[src/rtl/keypad_scan.sv]
// 4x3 matrix keypad scanner: rotates an active-low row strobe, debounces a single
// digit press and its release, and reports the digit with a one-clock valid pulse.
module keypad_scan #(
  parameter int DEBOUNCE = 4
) (
  input  logic       clock,
  input  logic       reset,
  input  logic       scan_tick,
  input  logic [2:0] col,
  output logic [3:0] row,
  output logic [3:0] key,
  output logic       key_valid
);

  typedef enum logic [1:0] {S_SCAN, S_DEBOUNCE, S_HELD, S_RELEASE} state_t;

  localparam logic [3:0] DB_MAX = 4'(DEBOUNCE);
  localparam logic [3:0] NOKEY  = 4'd10;

  logic [2:0] sync1_q, col_q;
  state_t     state_q, state_d;
  logic [3:0] row_q, row_d;
  logic [3:0] cnt_q, cnt_d;
  logic [3:0] key_q, key_d;
  logic [3:0] digit_q, digit_d;
  logic [2:0] lat_q, lat_d;
  logic       kv_q, kv_d;

  logic       one_low, digit_ok, lat_high;
  logic [1:0] cidx, ridx;
  logic [3:0] digit_now, cnt_inc, row_rot;

  always_ff @(posedge clock or posedge reset) begin
    if (reset) begin
      sync1_q <= 3'b111;
      col_q   <= 3'b111;
    end else begin
      sync1_q <= col;
      col_q   <= sync1_q;
    end
  end

  always_comb begin
    one_low = 1'b1;
    cidx    = 2'd0;
    case (col_q)
      3'b110:  cidx = 2'd0;
      3'b101:  cidx = 2'd1;
      3'b011:  cidx = 2'd2;
      default: one_low = 1'b0;
    endcase
    ridx = 2'd0;
    case (row_q)
      4'b1101: ridx = 2'd1;
      4'b1011: ridx = 2'd2;
      4'b0111: ridx = 2'd3;
      default: ridx = 2'd0;
    endcase
  end

  // Row 3 holds * / 0 / #; only its middle column is a digit.
  assign digit_ok  = one_low && ((ridx != 2'd3) || (cidx == 2'd1));
  assign digit_now = (ridx == 2'd3) ? 4'd0
                   : ({2'b00, ridx} * 4'd3) + {2'b00, cidx} + 4'd1;
  // Latched column is high when no low bit of col coincides with the latched low bit.
  assign lat_high  = ~|(~col_q & ~lat_q);
  assign cnt_inc   = cnt_q + 4'd1;
  assign row_rot   = {row_q[2:0], row_q[3]};

  always_comb begin
    state_d = state_q;
    row_d   = row_q;
    cnt_d   = cnt_q;
    key_d   = key_q;
    digit_d = digit_q;
    lat_d   = lat_q;
    kv_d    = 1'b0;
    if (scan_tick) begin
      case (state_q)
        S_SCAN: begin
          if (digit_ok) begin
            lat_d   = col_q;
            digit_d = digit_now;
            cnt_d   = 4'd1;
            state_d = S_DEBOUNCE;
          end else begin
            row_d = row_rot;
          end
        end
        S_DEBOUNCE: begin
          if (col_q == lat_q) begin
            cnt_d = cnt_inc;
            if (cnt_inc == DB_MAX) begin
              key_d   = digit_q;
              kv_d    = 1'b1;
              state_d = S_HELD;
            end
          end else begin
            cnt_d   = 4'd0;
            row_d   = row_rot;
            state_d = S_SCAN;
          end
        end
        S_HELD: begin
          if (lat_high) begin
            cnt_d   = 4'd1;
            state_d = S_RELEASE;
          end
        end
        S_RELEASE: begin
          if (lat_high) begin
            if (cnt_inc == DB_MAX) begin
              key_d   = NOKEY;
              cnt_d   = 4'd0;
              row_d   = row_rot;
              state_d = S_SCAN;
            end else begin
              cnt_d = cnt_inc;
            end
          end else begin
            cnt_d   = 4'd0;
            state_d = S_HELD;
          end
        end
        default: state_d = S_SCAN;
      endcase
    end
  end

  always_ff @(posedge clock or posedge reset) begin
    if (reset) begin
      state_q <= S_SCAN;
      row_q   <= 4'b1110;
      cnt_q   <= 4'd0;
      key_q   <= NOKEY;
      digit_q <= NOKEY;
      lat_q   <= 3'b111;
      kv_q    <= 1'b0;
    end else begin
      state_q <= state_d;
      row_q   <= row_d;
      cnt_q   <= cnt_d;
      key_q   <= key_d;
      digit_q <= digit_d;
      lat_q   <= lat_d;
      kv_q    <= kv_d;
    end
  end

  assign row       = row_q;
  assign key       = key_q;
  assign key_valid = kv_q;

endmodule
[config.mk]
export PLATFORM = sky130hd
export DESIGN_NAME = keypad_scan
export DESIGN_NICKNAME = d
export VERILOG_FILES = /design/src/rtl/keypad_scan.sv
export SDC_FILE = /design/constraint.sdc
export NUM_CORES = 1
export LEC_CHECK = 0
export ABC_AREA = 1
export BUFFER_PORTS_ARGS = -buffer_cell sky130_fd_sc_hd__buf_2
export CAP_MARGIN = 30
export CORE_UTILIZATION = 52
export CTS_CLUSTER_DIAMETER = 30
export CTS_CLUSTER_SIZE = 8
export DETAILED_ROUTE_END_ITERATION = 16
export GPL_ROUTABILITY_DRIVEN = 0
export PLACE_DENSITY = 0.73
export SYNTH_ARGS = -nofsm -noshare
export SYNTH_HDL_FRONTEND = slang
export SYNTH_SLANG_ARGS = --single-unit
[constraint.sdc]
create_clock -name clock -period 2.3 [get_ports clock]
set_input_delay 0.115 -clock clock [delete_from_list [all_inputs] [get_ports clock]]
set_output_delay 0.115 -clock clock [all_outputs]
set_load 0.03 [all_outputs]
Yosys cells after proc, flatten, opt, wreduce, memory -nomap -nowiden
Cells that the tools add are included.
- output and inout bits: 9
- word-level logic and storage cells: 83
- input bits: 6
- register bits after elaboration: 28
- equal/unequal tests: 24
- reduce and logical (&&, ||, !) cells: 12
- bitwise logic cells: 3
- multiply operators: 1
- mux-type cells: 31
- add/sub/neg operators: 3
- operators with widths (cell ; count):
    $mux W4 ; 14
    $ne A2 B2 Y1 const B ; 9
    $pmux W4 S4 ; 1
    $mux W2 ; 6
    $pmux W4 S3 ; 1
    $reduce_and A6 Y1 ; 2
    $add A4 B1 Y4 const B ; 2
    $eq A4 B3 Y1 const B ; 2
    $eq A4 B4 Y1 const B ; 2
    $pmux W2 S4 ; 1
    $pmux W4 S2 ; 1
    $eq A2 B2 Y1 const B ; 3
    $eq A3 B3 Y1 const B ; 2
    $ne A3 B3 Y1 const B ; 2
    $not A3 Y3 ; 2
    $pmux W2 S3 ; 1
    $reduce_and A3 Y1 ; 2
    $reduce_or A3 Y1 ; 2
    $mux W1 ; 5
    $reduce_and A5 Y1 ; 1
    $add A4 B2 Y4 ; 1
    $eq A2 B1 Y1 const B ; 2
    $mul A2 B2 Y4 const B ; 1
    $pmux W2 S2 ; 1
    8 further kinds ; 8

Depth between registers and ports, before layout
- depth in word-level cells: 7
- gate-level depth with buffers: 12
- depth with buffers taken out: 12

Least setup slack after synthesis
No wires, ideal clock.
- path type: reg2reg
- from: reg row_q[2], in the netlist row[2]
- to: reg digit_q[1]
- period minus slack after synthesis: 2.497 ns
- data required time: 2.231 ns
- path buffers: 0
- setup time: 0.069 ns
- stages on the path, launching flop included: 9
- data arrival time: 2.428 ns
- slack: -0.197 ns
- path through: dfstp_2 nand2_1 nor3b_1 or2_2 inv_1 fa_1 fa_1 or2_2 o21ai_2
- longest elaborated chain between the ends: 6
- elaborated cells between the ends (all ways): 13
- those cells by class: add/sub (2); mul (1); eq/ne (5); mux (2); reduce/logical (3)
- RTL lines (item ; RTL line ; text):
    start: declaration ; 22 ; logic [3:0] row_q, row_d;
    start signal: assignment ; 141 ; row_q <= row_d;
    $eq A4 B3 Y1 / $eq A4 B4 Y1 (equally long branches) ; 53 ; case (row_q)
    $pmux W2 S3 (*) ; 53 ;
    $mul A2 B2 Y4 / $ne A2 B2 Y1 (equally long branches) ; 64, 62 ;
    $add A4 B2 Y4 / $logic_or A1 B1 Y1 (equally long branches) ; 64, 62 ;
    $add A4 B1 Y4 / $logic_and A1 B1 Y1 (equally long branches) ; 64, 62 ;
    $mux W4 / $reduce_and A3 Y1 (equally long branches) ; n/a ;
    end signal: assignment ; 144 ; digit_q <= digit_d;
    end: declaration ; 25 ; logic [3:0] digit_q, digit_d;
Every way passes the cells marked *; elsewhere a longest branch is shown, timed or not.
A chain may end at the register's enable or synchronous reset.

Worst setup path in the final report
- from: reg row_q[1], in the netlist row[1]
- to: reg digit_q[1]
The elaborated chain is that of the path after synthesis.

==> metrics.md <==
| Metric | Value |
|---|---|
| Drt pass-1 iters | 10 |
| Synth Net Count | 209 |
| MaxCap Viol Count | 0 |
| Final WS setup | -0.0519 ns |
| Power per cell area | 782 mW/mm^2 |
| CTS Root Cell | clkbuf_4 |
| TritonCTS clock tree | yes |
| Antenna Violating Nets Remaining | 0 |
| Total Power | 1.47 mW |
| Comb pwr share | 0.364 |
| Sequential share of power | 0.474 |
| Fin crit share | 1.02 |
| Die area | 0.00331 mm^2 |
| Clock share of power | 0.162 |
| Slew at the pin closest to its max-slew limit | 0.775 ns |
| Synth Area in Simple Gates | 0.313 |
| Gr ovfl total | 0 |
| CP delay by family, top | adder cells |
| Worst Setup End Kind | flop |
| I/O pins | 15 |
| Syn. warnings | 0 |
| Post-route insts no fill | 254 |
| DR iter-0 viols | 82 |
| GR Util All Layers | 0.214 |
| Sequential area share after synthesis | 0.450 |
| Via/cell ratio | 5.22 |
| Chip height | 57.5 um |
| Core outline area | 0.00283 mm^2 |
| Clock sinks | 28 |
| DRC | 1 |
| Sw frac | 0.396 |
| Critical path cell sequence | nand2_1 > nor3_2 > or2_4 > inv_2 > fa_1 > fa_1 > or2_4 > o21ai_2 |
| Clk_lat worst skew | 0.32 ns |
| Post-Route WL | 3180 um |
| Max Freq | 425 MHz |
| Drt wl/cell | 12.5 um |
| Deepest clock path buffer count | 2 |
| Highest-delay cell along the critical path | dfstp_2 |
| Post-synthesis mux area share | 0 |
| Post-synthesis cell type count | 23 |
| Initial Utilization | 0.567 |
| Layout Nets | 240 |
| Hpwl dp | 2370 um |
| Inserted Diodes | 0 |
| Hold Crit Class | in -> reg |
| Internal Power | 0.889 mW |
| Fin. max-slew vios | 0 |
| Critical path fanouts, max | 2 |
| Worst EP required | 2.56 ns |
| Via count | 1,326 |
| Placed Cells incl. Taps | 241 |
| H-tree levels | 1 |
| Peak VDD IR | 0.381 mV |
| Buf/Inv on CP | 1 |
| Post-route minimum period | 2.35 ns |
| Antenna violations before repair | 0 |
| Final hold viol count | 0 |
| Site row count | 19 |
| P_leak | 1.01 nW |
| Total CTS buffers | 3 |
| # port buffers | 14 |
| Mapped Avg Cell Area | 8.30 um^2 |
| Post-Synthesis Cells | 193 |
| Worst EP arrival | 2.61 ns |
| Max-slew headroom | 0.483 |
| Crit Path Class | reg -> reg |
| Setup violators final | 2 |
| RSZ-0062 raised after global routing | true |
| Area share of xor/xnor cells in the synthesized design | 0.0109 |
| Failing checks | design-rule violations, negative setup slack |
| Largest net degree at the start of global routing | 21 |
| Max stage delay on crit path | 0.57 ns |
| FF+latch count, synth | 28 |
| Share of cells above drive strength 1 | 0.318 |
| WHS | 0.114 ns |
| Vias in the first global route | 1,264 |
| NetSw | 0.583 mW |
| Synth Area in Compound Gates | 0.0523 |
| CTS clock-pin slew for the worst setup and hold paths | 0.15 ns |
| Outcome | finished with violations |
| Clk_skew | 0.00761 ns |
| Layout area overhead | 17.4% |
| Die X | 57.5 um |
| First-pass GRT wire length | 5450 um |
| Mapped cell area | 0.00160 mm^2 |
| Post-Synth Adder-Cell Area | 0.0874 |
| Main combinational cell family by area after synthesis | simple AND/OR/NAND/NOR gates |
| Critical path launch point type | flop |
-- layout by cell type, fill, tap and decap left out --
| cell | instances |
|---|---|
| nand2_1 | 53 |
| inv_1 | 30 |
| dfstp_2 | 16 |
| nand3_1 | 14 |
| buf_2 | 14 |
| dfrtp_1 | 12 |
| nor2_1 | 10 |
| nand4_1 | 9 |
| buf_4 | 9 |
| ha_1 | 7 |
| nand2_2 | 6 |
| o21ai_1 | 5 |
| nand3_2 | 4 |
| o21ai_2 | 4 |
| inv_2 | 4 |
| dlygate4sd3_1 | 4 |
| a21oi_1 | 3 |
| clkbuf_4 | 3 |
| or2_4 | 2 |
| xnor2_1 | 2 |
| fa_1 | 2 |
| nand3_4 | 1 |
| nor2_4 | 1 |
| a21oi_2 | 1 |
| nor2_2 | 1 |
| nor3_2 | 1 |
| nor3b_2 | 1 |
| or2_2 | 1 |
| nor3_1 | 1 |
| ha_4 | 1 |
| clkbuf_8 | 1 |
-- per-layer routing --
| metal | track usage | share of wire | vias to the layer above |
|---|---|---|---|
| li1 | - | - | 672 |
| met1 | 0.282 | 0.45 | 628 |
| met2 | 0.369 | 0.51 | 24 |
| met3 | 0.0295 | 0.033 | 2 |
| met4 | 0.0592 | 0.0057 | 0 |
| met5 | 0 | 0 | - |
-- worst min-delay path: cells and delay by family --
family        cells  cell delay, ns
buf+inv           2            0.24
simple gates      1            0.06
-- path summary, 6_finish.rpt --
path | depth (start not counted) | endpoint | from | slack [ns]
hold / removal | 3 | key_valid$_DFF_PP0_ | scan_tick | 0.11
hold reg to reg | 0 | col_q[0]$_DFF_PP1_ | sync1_q[0]$_DFF_PP1_ | 0.37
max in group asynchronous | 4 | sync1_q[1]$_DFF_PP1_ | reset | 1.14
setup reg to reg | 8 | digit_q[1]$_DFFE_PP1P_ | row[1]$_DFFE_PP1P_ | -0.05
setup / recovery | 8 | digit_q[1]$_DFFE_PP1P_ | row[1]$_DFFE_PP1P_ | -0.05
min in group asynchronous | 3 | digit_q[2]$_DFFE_PP0P_ | reset | 0.45
-- cells in the mapped netlist --
cell	instances	area [um^2]
inv_1	31	116
nand2_2	5	31.3
nand4_1	9	56.3
nor2_1	10	37.5
ha_1	8	100
a21oi_1	3	15.0
nor2_4	1	11.3
inv_2	3	11.3
nor3b_1	1	7.51
nand2_1	54	203
dfrtp_1	12	300
nor3_1	2	10.0
dfstp_2	16	420
buf_6	1	11.3
nor2_2	1	6.26
o21ai_1	5	25.0
nand3_1	14	70.1
nand3_2	5	50.1
a21oi_2	1	8.76
xnor2_1	2	17.5
or2_2	3	18.8
o21ai_2	4	35.0
fa_1	2	40.0
-- layout make-up --
type	instances	area (um^2)
Clock buffer	4	36.3
Multi-Input combinational cell	130	781
Sequential cell	28	721
Timing Repair Buffer	27	178
Fill cell	232	947
Tap cell	31	38.8
Inverter	34	128
-- power by group through the flow --
stage / Clock, mW / Combinational [mW] / Sequential [mW]
6_report: 0.238 / 0.535 / 0.698
2_1_floorplan: 0 / 0.395 / 0.714
3_3_place_gp: 0 / 0.502 / 0.705
4_1_cts: 0.247 / 0.529 / 0.698
5_1_grt: 0.264 / 0.607 / 0.717
3_5_place_dp: 0 / 0.521 / 0.707
-- through the flow --
step           cell area [um^2]  setup TNS (ns)  utilization  setup WS, ns
3_5_place_dp               1740         -0.0255        0.616       -0.0174
6_report                   1880         -0.0933        0.665       -0.0519
3_3_place_gp               1740               0        0.616        0.0346
4_1_cts                    1820          -0.106        0.643       -0.0537
2_1_floorplan              1620          -0.132            -       -0.0982
5_1_grt                    1880          -0.411        0.665        -0.180
-- sequential cells by signal, indices dropped and copies added, names as in the netlist --
register and count:
key_valid 1, digit_q 4, row 4, lat_q 3, cnt_q 4, state_q 2
key 4, col_q 3, sync1_q 3
-- cells by family (layout without fill, tap and decap cells) --
family,Yosys count,after routing
buffers and inverters,35,65
xor gates and xnor gates,2,2
DFF,28,28
adders and majority gates,10,10
AOI/OAI and AO/OA,13,13
and+or+nand+nor,105,105
-- timing repair --
item | in CTS | in global routing
buffers inserted | 0 | 5
pin swaps | 0 | 5
gates cloned | 0 | 0
gates resized for setup | 0 | 3
endpoints found under the setup margin | 2 | 4
hold buffers | 4 | 0
hold endpoints to repair | 15 | 0
Power figures use the tool's default switching activity.
